File: config.mk
export PLATFORM = sky130hd
export DESIGN_NAME = step_sequencer_scheduler
export DESIGN_NICKNAME = d
export VERILOG_FILES = /design/src/rtl/step_sequencer_scheduler.sv
export SDC_FILE = /design/constraint.sdc
export NUM_CORES = 1
export LEC_CHECK = 0
export CORE_AREA = 2 2 125 127
export DETAILED_ROUTE_END_ITERATION = 7
export DIE_AREA = 0 0 127 129
export PLACE_DENSITY = 0.75
export SLEW_MARGIN = 20
export SYNTH_ARGS = -nofsm -noshare
export SYNTH_HDL_FRONTEND = slang
export SYNTH_SLANG_ARGS = --single-unit
File: constraint.sdc
create_clock -name clk_i -period 4.2 [get_ports clk_i]
set_input_delay 0.63 -clock clk_i [delete_from_list [all_inputs] [get_ports clk_i]]
set_output_delay 0.63 -clock clk_i [all_outputs]
set_load 0.005 [all_outputs]
File: src/rtl/step_sequencer_scheduler.sv
// step_sequencer_scheduler
//
// Tempo-driven step scheduler for the sound subsystem. Holds an N-step
// pattern of 8-bit tone codes and advances one step per tempo period. It
// drives the tone generator (frequency code + enable) and a one-hot LED step
// display. The CPU programs it over the peripheral bus. While recording, it
// can capture live keyboard codes into the step that is playing.
//
// Optional feature macro: SEQ_SWING_EN
//   defined   : odd-indexed steps last period + (period >> 2) clocks
//   undefined : every step lasts exactly period clocks
//
// Ports
//   clk_i          system clock
//   rst_i          asynchronous, active-high reset
//   sel_i          peripheral select
//   we_i           write enable, qualified by sel_i
//   addr_i         register address (PATTERN 0..N-1, CTRL C, TEMPO D, LEN E, STATUS F)
//   data_in_i      write data
//   data_out_o     registered read data, valid the cycle after a read
//   kbd_in_i       live key code, 0 = no key
//   tone_freq_o    tone code for the sound generator (0 outside PLAY)
//   tone_en_o      sound generator enable (PLAY and non-rest step)
//   led_out_o      one-hot current step while playing or done, 0 when idle
//   step_strobe_o  one-cycle pulse on every step entry

module step_sequencer_scheduler #(
    parameter int unsigned N_STEPS     = 8,
    parameter int unsigned TEMPO_SHIFT = 18
) (
    input  logic       clk_i,
    input  logic       rst_i,
    input  logic       sel_i,
    input  logic       we_i,
    input  logic [3:0] addr_i,
    input  logic [7:0] data_in_i,
    output logic [7:0] data_out_o,
    input  logic [7:0] kbd_in_i,
    output logic [7:0] tone_freq_o,
    output logic       tone_en_o,
    output logic [7:0] led_out_o,
    output logic       step_strobe_o
);

    localparam int unsigned SW = (N_STEPS > 1) ? $clog2(N_STEPS) : 1;
    localparam int unsigned LW = $clog2(N_STEPS + 1);
    localparam int unsigned BW = 9 + TEMPO_SHIFT;
    localparam int unsigned PW = BW + 1;

    localparam logic [3:0] ADDR_CTRL   = 4'hC;
    localparam logic [3:0] ADDR_TEMPO  = 4'hD;
    localparam logic [3:0] ADDR_LEN    = 4'hE;
    localparam logic [3:0] ADDR_STATUS = 4'hF;

    typedef enum logic [1:0] {
        IDLE = 2'd0,
        PLAY = 2'd1,
        DONE = 2'd2
    } state_t;

    state_t        state_q, state_d;
    logic [SW-1:0] step_q, step_d;
    logic [PW-1:0] tick_q, tick_d;
    logic [PW-1:0] dur_q, dur_d;
    logic          strobe_q, strobe_d;

    logic [7:0]    pattern_q [N_STEPS];
    logic [2:0]    ctrl_q;
    logic [7:0]    tempo_q;
    logic [LW-1:0] len_q;
    logic [7:0]    data_out_q;

    logic          wrEn, rdEn, ctrlWr, startReq, stopReq;
    logic          patWr, recWr, enterStep, enterDone;
    logic [BW-1:0] basePeriod;
    logic [LW-1:0] lenClamped;
    logic [7:0]    curTone;
    logic [7:0]    rdData;

    // Bus decode. Control registers take priority over pattern addresses so
    // deep patterns never alias CTRL..STATUS.
    assign wrEn     = sel_i & we_i;
    assign rdEn     = sel_i & ~we_i;
    assign ctrlWr   = wrEn && (addr_i == ADDR_CTRL);
    assign startReq = ctrlWr & data_in_i[0] & ~ctrl_q[0];
    assign stopReq  = ctrlWr & ~data_in_i[0];
    assign patWr    = wrEn && (addr_i < ADDR_CTRL) && (32'(addr_i) < N_STEPS);
    assign recWr    = (state_q == PLAY) && ctrl_q[1] && (kbd_in_i != 8'd0);

    // The period comes from the shadowed TEMPO value. It is copied into dur_q
    // only on step entry, so a mid-step TEMPO write leaves the current step alone.
    assign basePeriod = BW'({1'b0, tempo_q} + 9'd1) << TEMPO_SHIFT;

    always_comb begin
        lenClamped = LW'(data_in_i);
        if (data_in_i == 8'd0) begin
            lenClamped = LW'(1);
        end else if (32'(data_in_i) > N_STEPS) begin
            lenClamped = LW'(N_STEPS);
        end
    end

    // Sequencer state machine: explicit stop/start writes override the
    // playback flow; the last step is judged against the live LEN so a
    // lowered LEN ends (or wraps) the pattern at the next boundary.
    always_comb begin
        state_d   = state_q;
        step_d    = step_q;
        tick_d    = tick_q;
        dur_d     = dur_q;
        enterStep = 1'b0;
        enterDone = 1'b0;
        if (stopReq) begin
            state_d = IDLE;
            step_d  = '0;
            tick_d  = '0;
        end else if (startReq) begin
            state_d   = PLAY;
            step_d    = '0;
            tick_d    = '0;
            enterStep = 1'b1;
        end else begin
            case (state_q)
                PLAY: begin
                    if (tick_q == dur_q - PW'(1)) begin
                        tick_d = '0;
                        if (32'(step_q) + 32'd1 < 32'(len_q)) begin
                            step_d    = step_q + SW'(1);
                            enterStep = 1'b1;
                        end else if (ctrl_q[2]) begin
                            step_d    = '0;
                            enterStep = 1'b1;
                        end else begin
                            state_d   = DONE;
                            enterDone = 1'b1;
                        end
                    end else begin
                        tick_d = tick_q + PW'(1);
                    end
                end
                DONE: begin
                    tick_d = '0;
                end
                default: begin
                    state_d = IDLE;
                    step_d  = '0;
                    tick_d  = '0;
                end
            endcase
        end
        if (enterStep) begin
`ifdef SEQ_SWING_EN
            if (step_d[0]) begin
                dur_d = {1'b0, basePeriod} + PW'(basePeriod >> 2);
            end else begin
                dur_d = {1'b0, basePeriod};
            end
`else
            dur_d = {1'b0, basePeriod};
`endif
        end
        strobe_d = enterStep;
    end

    always_ff @(posedge clk_i or posedge rst_i) begin
        if (rst_i) begin
            state_q  <= IDLE;
            step_q   <= '0;
            tick_q   <= '0;
            dur_q    <= '0;
            strobe_q <= 1'b0;
        end else begin
            state_q  <= state_d;
            step_q   <= step_d;
            tick_q   <= tick_d;
            dur_q    <= dur_d;
            strobe_q <= strobe_d;
        end
    end

    // Register file. The CPU pattern write comes after the keyboard capture,
    // so the CPU wins when both target the same entry in the same cycle.
    // The FSM's auto-clear of run is applied after any CTRL write.
    always_ff @(posedge clk_i or posedge rst_i) begin
        if (rst_i) begin
            for (int unsigned i = 0; i < N_STEPS; i++) begin
                pattern_q[i] <= 8'd0;
            end
            ctrl_q     <= 3'd0;
            tempo_q    <= 8'd0;
            len_q      <= LW'(N_STEPS);
            data_out_q <= 8'd0;
        end else begin
            if (recWr) begin
                pattern_q[step_q] <= kbd_in_i;
            end
            if (patWr) begin
                pattern_q[addr_i[SW-1:0]] <= data_in_i;
            end
            if (ctrlWr) begin
                ctrl_q <= data_in_i[2:0];
            end
            if (enterDone) begin
                ctrl_q[0] <= 1'b0;
            end
            if (wrEn && (addr_i == ADDR_TEMPO)) begin
                tempo_q <= data_in_i;
            end
            if (wrEn && (addr_i == ADDR_LEN)) begin
                len_q <= lenClamped;
            end
            if (rdEn) begin
                data_out_q <= rdData;
            end
        end
    end

    always_comb begin
        rdData = 8'd0;
        case (addr_i)
            ADDR_CTRL:   rdData = {5'd0, ctrl_q};
            ADDR_TEMPO:  rdData = tempo_q;
            ADDR_LEN:    rdData = 8'(len_q);
            ADDR_STATUS: rdData = {(state_q == DONE), (state_q == PLAY), 2'b00, 4'(step_q)};
            default: begin
                if (32'(addr_i) < N_STEPS) begin
                    rdData = pattern_q[addr_i[SW-1:0]];
                end
            end
        endcase
    end

    // Tone outputs read straight from the pattern, so a recorded key is heard
    // on the cycle after capture. The LED shows only steps 0..7.
    assign curTone       = pattern_q[step_q];
    assign tone_freq_o   = (state_q == PLAY) ? curTone : 8'd0;
    assign tone_en_o     = (state_q == PLAY) && (curTone != 8'd0);
    assign led_out_o     = ((state_q != IDLE) && (32'(step_q) < 32'd8)) ? (8'd1 << step_q) : 8'd0;
    assign step_strobe_o = strobe_q;
    assign data_out_o    = data_out_q;

endmodule

Word-level counts from Yosys, hierarchy flattened:

Index checks and enable logic that the tools add are counted.
W data, S select, Z words.

* bits in registers: 130
* input bits: 24
* output and inout bits: 26
* logic and storage cells: 121

* eq/ne operators: 12
* reduce and logical (&&, ||, !) cells: 17
* $add $sub $neg: 5
* bitwise logic cells: 10
* mux-type cells: 50
* $lt $le $gt $ge: 8
* shifts and indexed selects: 1

Operator list (count)
* $bwmux W64: 2
* $mux W64: 2
* $mux W28: 4
* $mux W8: 9
* $bmux W8 S3: 2
* $demux W8 S3: 2
* $pmux W8 S4: 1
* $add A28 B1 Y28 const B: 1
* $eq A28 B28 Y1: 1
* $sub A27 B1 Y28 const B: 1
* $eq A4 B4 Y1 const B: 4
* $reduce_bool A8 Y1: 2
* $mux W3: 5
* $mux W1: 14
* $ne A4 B4 Y1 const B: 3
* $logic_and A1 B1 Y1: 10
* $mux W2: 5
* $add A8 B1 Y9 const B: 1
* $ge A4 B4 Y1 const B: 2
* $gt A8 B4 Y1 const B: 1
* $logic_not A8 Y1: 1
* $lt A4 B1 Y1 const B: 2
* $lt A4 B4 Y1 const B: 2
* $mux W4: 2
* 16 further kinds: 24

Longest topological paths before layout:

* word-level depth: 9
* mapped depth: 10

Least setup slack after synthesis:

OpenSTA, ideal clock, no wires.

* kind: reg-to-reg
* start: reg step_q[0]
* end: reg dur_q[19]
* path buffers: 1
* path slack: 1453 ps
* cell stages (with the launch flop): 11
* arrival: 2623 ps
* library setup time: 125 ps
* path through: dfrtp_1 > clkbuf_1 > inv_1 > ha_1 > ha_1 > a21boi_0 > o211ai_1 > a21oi_1 > nor4_2 > a21oi_4 > mux2_4

* longest elaborated chain between the ends: 7

Ends and longest elaborated chain
* from (decl): line 62 `logic [SW-1:0] step_q, step_d;`
* from (signal assigned): line 174 `step_q <= step_d;`
* $add A3 B1 Y4: line 127 `if (32'(step_q) + 32'd1 < 32'(len_q)) begin`
* $lt A4 B4 Y1: line 127
* $mux W1: line 127
* $mux W1: line 125 `if (tick_q == dur_q - PW'(1)) begin`
* $mux W1: line 123 `case (state_q)`
* $mux W1: line 117 `end else if (startReq) begin`
* $mux W1: line 113 `if (stopReq) begin`
* to (signal assigned): line 176 `dur_q <= dur_d;`
* to (decl): line 64 `logic [PW-1:0] dur_q, dur_d;`

Every way passes these cells.
A chain may end at the register's enable or synchronous reset.

Worst setup path in the final report:

* start: reg step_q[0]
* end: out tone_en_o

* longest elaborated chain between the ends: 6

Ends and longest elaborated chain
* $not A3 Y4 (implied by the code): line 235 `assign curTone = pattern_q[step_q];`
* $bmux W8 S3: line 235
* $mux W8 (implied by the code) (2 in series): line 235
* $reduce_bool A8 Y1: line 237 `assign tone_en_o = (state_q == PLAY) && (curTone != 8'd0);`
* $logic_and A1 B1 Y1: line 237
* to (decl): line 40 `output logic tone_en_o,`

Every way passes these cells. The select of a mux whose other input is x is not followed.

==> results_dict.tcl <==
set metrics [dict create \
    status "completed" \
    path_class "reg -> out" \
    ys_ff_latch 130 \
    final_nets 886 \
    worst_path_dominant_cell_family "multiplexers" \
    cp.depth 7 \
    setup.worst_path.start_class "flop" \
    seqPwrFrac_pct 42.8 \
    fmax_mhz 270 \
    io_buffers 49 \
    area_delta_synth_final_pct 14.7 \
    die_h_um 129 \
    start_util_pct 53.0 \
    grt_max_degree 76 \
    routed_wl_mm 22.2 \
    synth_edf_count 0 \
    tightest_slew_ns 0.969 \
    dp_hpwl_mm 15.1 \
    reg2regPathDepth 9 \
    hold_slack_ns 0.502 \
    mostFrequentLayoutCell "dfrtp_1" \
    cts_buffers 17 \
    path_buf_inv 2 \
    wire_per_inst_um 21.1 \
    die_w_um 127 \
    final.fill_count 1258 \
    antenna_found_initial 0 \
    track_usage_pct 28.6 \
    postCtsSetupBuffers 0 \
    critPathMaxStageDelay_ns 0.56 \
    path_cells "buf_4 -> mux4_2 -> mux2i_1 -> nand4_1 -> nor2_1 -> nor2_1 -> clkdlybuf4s50_1" \
    leakage_nw 3.79 \
    cts_root_buffer "clkbuf_16" \
    drv_slew 0 \
    power_frac_comb_pct 21.4 \
    ys_warn_count 0 \
    io_pins 50 \
    drt_first_pass_iters 5 \
    slowest_stage "mux4_2" \
    cp_max_fo 18 \
    cp_data_required_time_ns 3.57 \
    arrival_ns 3.07 \
    drc 0 \
    synth_cell_types 61 \
    crit_path_end_kind "primary output" \
    cp_common_cell "nor2_1" \
    drtAntennaViolNets 0 \
    path_clk_slew_ns 0.06 \
    p_total_w 0.00389 \
    holdBufCountCts 0 \
    hold_viol_final 0 \
    period_share_pct 88.1 \
    syn_area_um2 7930 \
    seq_area_um2 3250 \
    drtIter0Drc 676 \
    cts.repair.resized 0 \
    intPower_w 0.00269 \
    diodes 0 \
    ir_worst_vdd_v 0.000305 \
    grt_pass1_vias 6442 \
    whs_path_depth 2 \
    cts_max_level 4 \
    setup-violations-final 0 \
    rsz0062_at_grt "false" \
    final_cell_mix "dfrtp_1 (129), nor2_1 (97), mux2i_1 (94)" \
    fin_cells 1051 \
    postLayoutSetupSlackWorst_ns 0.501 \
    core_area_um2 15000 \
    vias 6586 \
    dp_cells 1019 \
    clock_sinks 130 \
    postSynth.asyncResetShare_pct 100 \
    slew_headroom_pct 35.4 \
    finalCriticalPeriod_ns 3.70 \
    yosysSeqAreaShare_pct 41.0 \
    hp-class "reg -> reg" \
    multi_input_area_um2 4370 \
    vias_per_cell 6.27 \
    synth_ff_type "dfrtp_1" \
    rows 45 \
    cap_violations 0 \
    pwr-share-clk_pct 35.8 \
    dpl_worst_slack_ns 0.822 \
    syn_nets 858 \
    gp_congestion 0.891 \
    final.setup_skew_ns 0.00629 \
    grt_pass1_wl_mm 35.8 \
    dieArea_um2 16400 \
    tns_ns 0 \
    swShare_pct 30.8 \
    cts_tree "built" \
    synthCells 822 \
    clk_latency_ns 0.42 \
    avgSynthCellArea_um2 9.65 \
    cts.path.max_buffers 2 \
    p_per_area_nw_per_um2 428 \
    switchingPower_w 0.00120 \
    overflow 0 \
    drive_gt1_share_pct 12.3 \
]
cells in the mapped netlist (12+ instances only):
cell,count,area [µm²]
mux2i_1,94,941
o21ai_0,52,260
nand3_1,34,170
inv_1,20,75.1
mux2_2,13,146
xnor2_1,20,175
dfrtp_1,129,3230
nor2_1,97,364
nand2_1,75,282
a21oi_1,47,235
mux4_2,18,405
ha_1,12,150
and3_1,15,93.8
buf_1,12,45.0
xor2_1,23,201
clkbuf_1,34,128
logic make-up (layout without fill, tap and decap cells):
| logic type | Yosys count | count (layout) | synth area share (%) |
|---|---|---|---|
| flip-flops | 130 | 130 | 41.0 |
| buffers and inverters | 77 | 118 | 4.02 |
| adder cells (fa/ha/maj) | 12 | 12 | 1.89 |
| AO/OA/AOI/OAI | 142 | 142 | 11.1 |
| AND/OR/NAND/NOR | 286 | 286 | 17.1 |
| multiplexers | 132 | 132 | 20.1 |
| XOR/XNOR | 43 | 43 | 4.75 |
registers in the layout, indices dropped and copies added, names as in the netlist:
register	flops
pattern_q	64
state_q	2
len_q	4
step_q	3
step_strobe_o	1
dur_q	9
tick_q	28
data_out_o	8
ctrl_q	3
tempo_q	8
per-layer routing:
metal | vias to the layer above | global-route usage (%) | part of all wire [%]
li1 | 2976 | - | -
met1 | 3187 | 37.5 | 40
met2 | 336 | 44.6 | 46
met3 | 87 | 7.19 | 8.6
met4 | 0 | 13.8 | 4.7
met5 | - | 0 | 0
through the flow:
stage / instance area, µm² / utilization, %
4_1_cts: 9100 / 60.7
3_5_place_dp: 8540 / 57.0
2_1_floorplan: 7930 / -
3_3_place_gp: 8540 / 57.0
6_report: 9100 / 60.7
5_1_grt: 9100 / 60.7
power groups by stage:
stage	clock network [W]	registers (W)	logic, W
after floorplan	0	0.00159	0.000595
after global placement	0	0.00166	0.000798
after detailed placement	0	0.00167	0.000822
after CTS	0.00141	0.00165	0.000827
after global routing	0.00147	0.00168	0.000916
final	0.00140	0.00166	0.000833
worst register-to-register path, cell delays in order, from the launching register on:
cell	delay [ns]
dfrtp_1	0.84
inv_2	0.27
ha_1	0.39
ha_1	0.28
a21boi_0	0.17
o211ai_1	0.12
a21oi_1	0.39
nor4_2	0.13
a21oi_4	0.41
mux2_4	0.34
worst paths after layout:
check | start | end | slack [ns]
hold reg to reg | data_out_o[6] | data_out_o[6] | 0.50
setup reg to reg | step_q[1] | dur_q[22] | 0.74
setup / recovery | step_q[0] | tone_en_o | 0.50
max in group asynchronous | rst_i | pattern_q[16] | 2.51
min in group asynchronous | rst_i | state_q[1] | 0.75
hold / removal | data_out_o[6] | data_out_o[6] | 0.50
layout make-up:
cell class	count	share of cell area, %
Timing Repair Buffer	64	6.57
Tap cell	188	2.59
Clock inverter	13	1.25
Sequential cell	130	35.8
Clock buffer	19	4.87
Multi-Input combinational cell	615	48.0
Inverter	22	0.935
No activity file was read; power rests on OpenSTA's default activity.
